<file path="config.mk">
export PLATFORM = sky130hd
export DESIGN_NAME = ptp_perout_sched
export DESIGN_NICKNAME = d
export VERILOG_FILES = /design/src/rtl/ptp_perout_pkg.sv /design/src/rtl/ptp_time_add.sv /design/src/rtl/ptp_perout_sched.sv
export SDC_FILE = /design/constraint.sdc
export NUM_CORES = 2
export LEC_CHECK = 0
export CAP_MARGIN = 0
export CORE_MARGIN = 3
export CORE_UTILIZATION = 58
export CTS_CLUSTER_SIZE = 24
export DETAILED_ROUTE_END_ITERATION = 8
export HOLD_SLACK_MARGIN = 0.06
export PLACE_DENSITY = 0.86
export SYNTH_ARGS = -nofsm -noshare
export SYNTH_HDL_FRONTEND = slang
export SYNTH_HIERARCHICAL = 1
export SYNTH_SLANG_ARGS = --single-unit
</file>
<file path="constraint.sdc">
create_clock -name clk -period 16.07 [get_ports clk]
set_clock_uncertainty 0.05 [all_clocks]
set_input_delay 3.214 -clock clk [delete_from_list [all_inputs] [get_ports clk]]
set_output_delay 3.214 -clock clk [all_outputs]
set_load 0.02 [all_outputs]
</file>
<file path="src/rtl/ptp_perout_pkg.sv">
// Shared types and helpers for the PTP periodic-output scheduler.
// Time values are {seconds, nanoseconds} with nanoseconds kept below one second.
package ptp_perout_pkg;

  localparam int S_W   = 48;
  localparam int NS_W  = 30;
  localparam int FNS_W = 16;

  localparam logic [NS_W-1:0] NS_PER_S = 30'd1_000_000_000;

  typedef struct packed {
    logic [S_W-1:0]  s;
    logic [NS_W-1:0] ns;
  } ptp_time_t;

  typedef enum logic [1:0] {IDLE, ARM, WAIT_RISE, HIGH} state_t;

  // A normalised ns field is below 1e9, so its upper two bits are always zero.
  function automatic ptp_time_t ts_to_time(input logic [95:0] ts);
    ptp_time_t t;
    t.s  = ts[95:48];
    t.ns = ts[45:16];
    return t;
  endfunction

  // Full-precision compare: the target carries an all-zero fractional part.
  function automatic logic time_ge(input logic [95:0] ts, input ptp_time_t t);
    return {ts[95:48], ts[47:16], ts[15:0]} >= {t.s, 2'b00, t.ns, {FNS_W{1'b0}}};
  endfunction

endpackage

</file>
<file path="src/rtl/ptp_time_add.sv">
// Combinational normalised {s, ns} adder; seconds wrap modulo 2^48.
module ptp_time_add
  import ptp_perout_pkg::*;
(
  input  ptp_time_t a,
  input  ptp_time_t b,
  output ptp_time_t sum
);

  logic [NS_W:0] ns_sum;
  logic          carry;

  always_comb begin
    ns_sum = {1'b0, a.ns} + {1'b0, b.ns};
    carry  = (ns_sum >= {1'b0, NS_PER_S});
    sum.ns = carry ? NS_W'(ns_sum - {1'b0, NS_PER_S}) : ns_sum[NS_W-1:0];
    sum.s  = a.s + b.s + S_W'(carry);
  end

endmodule

</file>
<file path="src/rtl/ptp_perout_sched.sv">
// Periodic pulse scheduler phase-locked to a 96-bit PTP time-of-day.
// Define PTP_PEROUT_COUNT_EN to add the pulse_count output.
module ptp_perout_sched
  import ptp_perout_pkg::*;
#(
  parameter logic [S_W-1:0]  OUT_START_S   = 48'd0,
  parameter logic [NS_W-1:0] OUT_START_NS  = 30'd0,
  parameter logic [S_W-1:0]  OUT_PERIOD_S  = 48'd1,
  parameter logic [NS_W-1:0] OUT_PERIOD_NS = 30'd0,
  parameter logic [S_W-1:0]  OUT_WIDTH_S   = 48'd0,
  parameter logic [NS_W-1:0] OUT_WIDTH_NS  = 30'd1000
) (
  input  logic        clk,
  input  logic        rst,
  input  logic [95:0] input_ts_96,
  input  logic        input_ts_step,
  input  logic        enable,
  input  logic [95:0] input_start,
  input  logic        input_start_valid,
  input  logic [95:0] input_period,
  input  logic        input_period_valid,
  input  logic [95:0] input_width,
  input  logic        input_width_valid,
  output logic        locked,
  output logic        error,
`ifdef PTP_PEROUT_COUNT_EN
  output logic [31:0] pulse_count,
`endif
  output logic        output_pulse
);

  ptp_time_t start_reg, period_reg, width_reg;
  ptp_time_t rise_reg, rise_next;
  ptp_time_t fall_reg, fall_next;
  ptp_time_t rise_plus_width, rise_plus_period;
  state_t    state_reg, state_next;
  logic      pulse_reg, pulse_next;
  logic      locked_reg, locked_next;
  logic      error_reg, error_next;
  logic      parked_reg, parked_next;
  logic      rearm, period_zero, hit_rise, hit_miss, hit_fall;

  // Fractional and always-zero top ns bits of the config words are don't-care.
  logic unused_cfg_bits;
  assign unused_cfg_bits = ^{input_start[47:46], input_start[15:0],
                             input_period[47:46], input_period[15:0],
                             input_width[47:46], input_width[15:0]};

  always_ff @(posedge clk or posedge rst) begin
    if (rst) begin
      start_reg  <= '{s: OUT_START_S,  ns: OUT_START_NS};
      period_reg <= '{s: OUT_PERIOD_S, ns: OUT_PERIOD_NS};
      width_reg  <= '{s: OUT_WIDTH_S,  ns: OUT_WIDTH_NS};
    end else begin
      if (input_start_valid)  start_reg  <= ts_to_time(input_start);
      if (input_period_valid) period_reg <= ts_to_time(input_period);
      if (input_width_valid)  width_reg  <= ts_to_time(input_width);
    end
  end

  ptp_time_add u_add_width (
    .a   (rise_reg),
    .b   (width_reg),
    .sum (rise_plus_width)
  );

  ptp_time_add u_add_period (
    .a   (rise_reg),
    .b   (period_reg),
    .sum (rise_plus_period)
  );

  assign rearm       = input_ts_step | input_start_valid | input_period_valid | input_width_valid;
  assign period_zero = (period_reg == '0);
  assign hit_rise    = time_ge(input_ts_96, rise_reg);
  assign hit_miss    = time_ge(input_ts_96, rise_plus_width);
  assign hit_fall    = time_ge(input_ts_96, fall_reg);

  always_ff @(posedge clk or posedge rst) begin
    if (rst) state_reg <= IDLE;
    else     state_reg <= state_next;
  end

  // parked_reg holds the FSM in IDLE after a zero-period arm so the error fires once.
  always_comb begin
    state_next = state_reg;
    if (!enable) begin
      state_next = IDLE;
    end else if (rearm) begin
      state_next = ARM;
    end else begin
      case (state_reg)
        IDLE:      if (!parked_reg) state_next = ARM;
        ARM:       state_next = period_zero ? IDLE : WAIT_RISE;
        WAIT_RISE: if (!hit_miss && hit_rise) state_next = HIGH;
        HIGH:      if (hit_fall) state_next = WAIT_RISE;
        default:   state_next = IDLE;
      endcase
    end
  end

  always_comb begin
    rise_next   = rise_reg;
    fall_next   = fall_reg;
    pulse_next  = pulse_reg;
    locked_next = locked_reg;
    error_next  = 1'b0;
    parked_next = parked_reg;
    if (!enable || rearm) begin
      pulse_next  = 1'b0;
      locked_next = 1'b0;
      parked_next = 1'b0;
    end else begin
      case (state_reg)
        IDLE: begin
          pulse_next  = 1'b0;
          locked_next = 1'b0;
        end
        ARM: begin
          locked_next = 1'b0;
          if (period_zero) begin
            error_next  = 1'b1;
            parked_next = 1'b1;
          end else begin
            rise_next = start_reg;
          end
        end
        WAIT_RISE: begin
          if (hit_miss) begin
            error_next  = 1'b1;
            rise_next   = rise_plus_period;
            locked_next = 1'b0;
          end else if (hit_rise) begin
            pulse_next = 1'b1;
            fall_next  = rise_plus_width;
          end
        end
        HIGH: begin
          if (hit_fall) begin
            pulse_next  = 1'b0;
            rise_next   = rise_plus_period;
            locked_next = 1'b1;
          end
        end
        default: pulse_next = 1'b0;
      endcase
    end
  end

  always_ff @(posedge clk or posedge rst) begin
    if (rst) begin
      rise_reg   <= '0;
      fall_reg   <= '0;
      pulse_reg  <= 1'b0;
      locked_reg <= 1'b0;
      error_reg  <= 1'b0;
      parked_reg <= 1'b0;
    end else begin
      rise_reg   <= rise_next;
      fall_reg   <= fall_next;
      pulse_reg  <= pulse_next;
      locked_reg <= locked_next;
      error_reg  <= error_next;
      parked_reg <= parked_next;
    end
  end

`ifdef PTP_PEROUT_COUNT_EN
  logic [31:0] count_reg;

  always_ff @(posedge clk or posedge rst) begin
    if (rst)                          count_reg <= '0;
    else if (state_next == ARM)       count_reg <= '0;
    else if (pulse_next && !pulse_reg) count_reg <= count_reg + 32'd1;
  end

  assign pulse_count = count_reg;
`endif

  assign output_pulse = pulse_reg;
  assign locked       = locked_reg;
  assign error        = error_reg;

endmodule

</file>
==> run_summary.xml <==
<?xml version="1.0" encoding="UTF-8"?>
<metrics>
  <group name="final_layout">
    <metric name="fillcell_total" unit="">4157</metric>
    <metric name="layout-drive-gt1-share" unit="%">11.2</metric>
    <metric name="layout.cells.most_common" unit="">sky130_fd_sc_hd__ha_1</metric>
    <metric name="mostFrequentLayoutCells" unit="">sky130_fd_sc_hd__ha_1 (392), sky130_fd_sc_hd__dfrtp_1 (389), sky130_fd_sc_hd__clkdlybuf4s50_1 (336)</metric>
    <metric name="post-route-util" unit="%">69.4</metric>
    <metric name="finish.net_count" unit="">4539</metric>
    <metric name="area_growth_syn_to_layout" unit="%">17.4</metric>
  </group>
  <group name="synthesis">
    <metric name="syn_inst" unit="">3468</metric>
    <metric name="synth_cell_types" unit="">92</metric>
    <metric name="synthesis.area_per_instance" unit="um2">9.26</metric>
    <metric name="yosysTopAreaCellShare" unit="%">30.3</metric>
    <metric name="synth_fp_nets" unit="">4257</metric>
    <metric name="yosys-top-cells-area" unit="">sky130_fd_sc_hd__dfrtp_1 (30%), sky130_fd_sc_hd__ha_1 (15%), sky130_fd_sc_hd__mux2_2 (8.4%)</metric>
    <metric name="syn-cell-area" unit="um2">32100</metric>
    <metric name="synthFlopType" unit="">sky130_fd_sc_hd__dfrtp_1</metric>
    <metric name="sequential_element_share_of_the_synthesized_area" unit="%">30.9</metric>
    <metric name="postSynthRegisterBits" unit="">396</metric>
    <metric name="synth_enable_flop_cells" unit="">0</metric>
    <metric name="synthArstFlopShare" unit="%">100</metric>
    <metric name="post-synth-top-area-cell" unit="">sky130_fd_sc_hd__dfrtp_1</metric>
    <metric name="yosysWarningCount" unit="">6</metric>
  </group>
  <group name="route">
    <metric name="initialDrtViolationCount" unit="">2409</metric>
    <metric name="vias_per_cell" unit="">6.19</metric>
    <metric name="dr.pass1.iters" unit="">6</metric>
    <metric name="via_count" unit="">28100</metric>
    <metric name="final_antenna_net_count" unit="">0</metric>
    <metric name="remaining_drc_errors" unit="">0</metric>
    <metric name="route.final.wire_length" unit="um">95600</metric>
    <metric name="drt-wirelength-per-cell" unit="um">21.1</metric>
  </group>
  <group name="global_route">
    <metric name="first_pass_grt_wire_length" unit="um">147000</metric>
    <metric name="grt_pass1_vias" unit="">27000</metric>
    <metric name="grt_antenna_before_repair" unit="">7</metric>
    <metric name="grt_max_degree" unit="">139</metric>
    <metric name="global_route_usage_over_all_layers" unit="%">32.2</metric>
    <metric name="globalRouteOverflowTotal" unit="">0</metric>
  </group>
  <group name="die">
    <metric name="placeableCoreArea" unit="um2">54300</metric>
    <metric name="die_x" unit="um">241</metric>
    <metric name="num_rows" unit="">85</metric>
    <metric name="initial_core_util" unit="%">59.1</metric>
    <metric name="io-pin-count" unit="">394</metric>
    <metric name="design.die.area" unit="um2">58200</metric>
    <metric name="die_h" unit="um">241</metric>
  </group>
  <group name="sta">
    <metric name="slew_headroom" unit="%">24.9</metric>
    <metric name="layout_worst_path_cycle_share" unit="%">72.2</metric>
    <metric name="hold_violations" unit="">0</metric>
    <metric name="rsz_0062_raised_after_global_routing" unit="">false</metric>
    <metric name="final.setup.worst_slack" unit="ps">4470</metric>
    <metric name="report.final.slew_viol_count" unit="">0</metric>
    <metric name="timing.final.crit_period" unit="ps">11600</metric>
    <metric name="worstMarginPinSlew" unit="ps">1120</metric>
    <metric name="fin_worst_hold_slack" unit="ps">432</metric>
    <metric name="finalSetupViolations" unit="">0</metric>
    <metric name="fmax" unit="MHz">86.2</metric>
    <metric name="fin_setup_tns" unit="ps">0</metric>
  </group>
  <group name="pwr">
    <metric name="leakage" unit="nW">17.7</metric>
    <metric name="vdd.ir_drop.worst" unit="uV">84.5</metric>
    <metric name="power_density" unit="nW/um2">129</metric>
  </group>
  <group name="critical_path">
    <metric name="crit_path_frequent_cell" unit="">sky130_fd_sc_hd__o21ai_0</metric>
    <metric name="slowest_stage_cell_on_the_critical_path" unit="">sky130_fd_sc_hd__nor4_1</metric>
    <metric name="cpPeakStageDelay" unit="ps">760</metric>
    <metric name="worst_ep_required_time" unit="ps">16480</metric>
    <metric name="timing.critical_path.to_type" unit="">flop</metric>
    <metric name="criticalPathCategory" unit="">reg2reg</metric>
    <metric name="critical_path_source_type" unit="">flop</metric>
    <metric name="cp.arrival" unit="ps">12010</metric>
    <metric name="timing.critical_path.fanout_max" unit="">91</metric>
  </group>
  <group name="place">
    <metric name="port_buffers" unit="">339</metric>
    <metric name="detailedPlacementHpwl" unit="um">74500</metric>
    <metric name="routabilityCongestion" unit="">0.934</metric>
    <metric name="preCtsSetupSlack" unit="ps">5210</metric>
  </group>
  <group name="clock_network">
    <metric name="clk_root_buffer_cell" unit="">sky130_fd_sc_hd__clkbuf_16</metric>
    <metric name="clkSlewWorstSetupHoldPaths" unit="ps">60</metric>
    <metric name="htree_levels" unit="">2</metric>
    <metric name="numClockSinks" unit="">396</metric>
    <metric name="tritoncts" unit="">done</metric>
    <metric name="cts_resized" unit="">0</metric>
    <metric name="cts_max_path_buffers" unit="">3</metric>
    <metric name="clk_latency" unit="ps">600</metric>
    <metric name="holdBufCountCts" unit="">0</metric>
    <metric name="post_cts.repair.setup_buffers" unit="">0</metric>
    <metric name="numCtsBuffers" unit="">47</metric>
  </group>
  <group name="hold_path">
    <metric name="hold_class" unit="">reg2reg</metric>
  </group>
  <group name="run">
    <metric name="cap_viol_max_count" unit="">0</metric>
  </group>
  <group name="status">
    <metric name="outcome" unit="">finished clean</metric>
  </group>
</metrics>
==> power breakdown <==
part           leakage [nW]  switching, mW  internal (mW)
registers              4.71          0.129           1.10
logic                  12.1           1.45           1.03
clock network         0.829          0.468          0.701
total                  17.7           2.05           2.83
==> metrics by stage <==
stage	power (mW)	cell area, um2	std cells
after floorplan	3.03	32100	3468
after global placement	3.59	36000	4440
after detailed placement	3.65	36000	4440
after CTS	4.84	37700	4526
after global routing	5.21	37700	4532
final	4.88	37700	4532
==> worst max-delay path: cells and delay by family, from the launching register on <==
kind,cells,cell delay [ps]
compound gates,17,5090
xor+xnor,1,200
fa+ha+maj,5,1850
buf+inv,4,1000
flops,1,460
mux,1,420
simple gates,9,2280
==> area by class of cell <==
type                            count  area [um2]  area share (%)
Clock inverter                     26         319           0.846
Sequential cell                   396        9920            26.3
Multi-Input combinational cell   2651       20500            54.4
Inverter                          301        1140            3.02
Antenna cell                        6        15.0          0.0398
Clock buffer                       60        1370            3.63
Timing Repair Buffer              353        3500            9.29
Tap cell                          739         925            2.45
==> worst paths after layout <==
check | startpoint | to | slack (ps) | cells past startpoint
worst max-delay path | rise_reg[0] | fall_reg[0] | 4470 | 37
worst min-delay path | fall_reg[22] | fall_reg[22] | 430 | 2
worst max register to register | rise_reg[0] | fall_reg[0] | 4470 | 37
worst min register to register | fall_reg[22] | fall_reg[22] | 430 | 2
max in group asynchronous | rst | start_reg[73] | 10580 | 4
min in group asynchronous | rst | width_reg[31] | 3170 | 2
==> layer usage <==
metal	part of all wire (%)	wire length (um)	up-vias	global-route usage, %
li1	-	-	13200	-
met5	0	0	-	0
met3	7.0	6720	231	3.92
met4	4.9	4700	0	15.3
met1	43	40700	13500	43.2
met2	45	43400	1138	52.0
==> cells in the mapped netlist, drive strengths merged (16+ instances only) <==
master	number
ha	392
dfrtp	389
inv	301
nand2	274
a21oi	254
mux2	241
o21ai	216
mux2i	160
nor2	149
a21o	110
xnor2	90
clkbuf	79
nand4	76
nor3	67
nand3	66
xor2	52
o21a	46
nor4	44
buf	41
a211oi	32
a31oi	30
nand2b	29
o211ai	26
or3	23
nor2b	22
and2	21
a21boi	16
==> cells by family (layout without fill, tap and decap cells) <==
logic type | after synthesis | in the layout | synth area share, %
and+or+nand+nor | 837 | 837 | 13.1
other | 0 | 6 | 0
buffers and inverters | 421 | 740 | 5.26
AOI/OAI and AO/OA | 873 | 873 | 17.8
xor gates and xnor gates | 142 | 142 | 3.92
adders and majority gates | 398 | 398 | 15.6
muxes | 401 | 401 | 13.4
DFF | 396 | 396 | 30.9
Power figures use the tool's default switching activity.
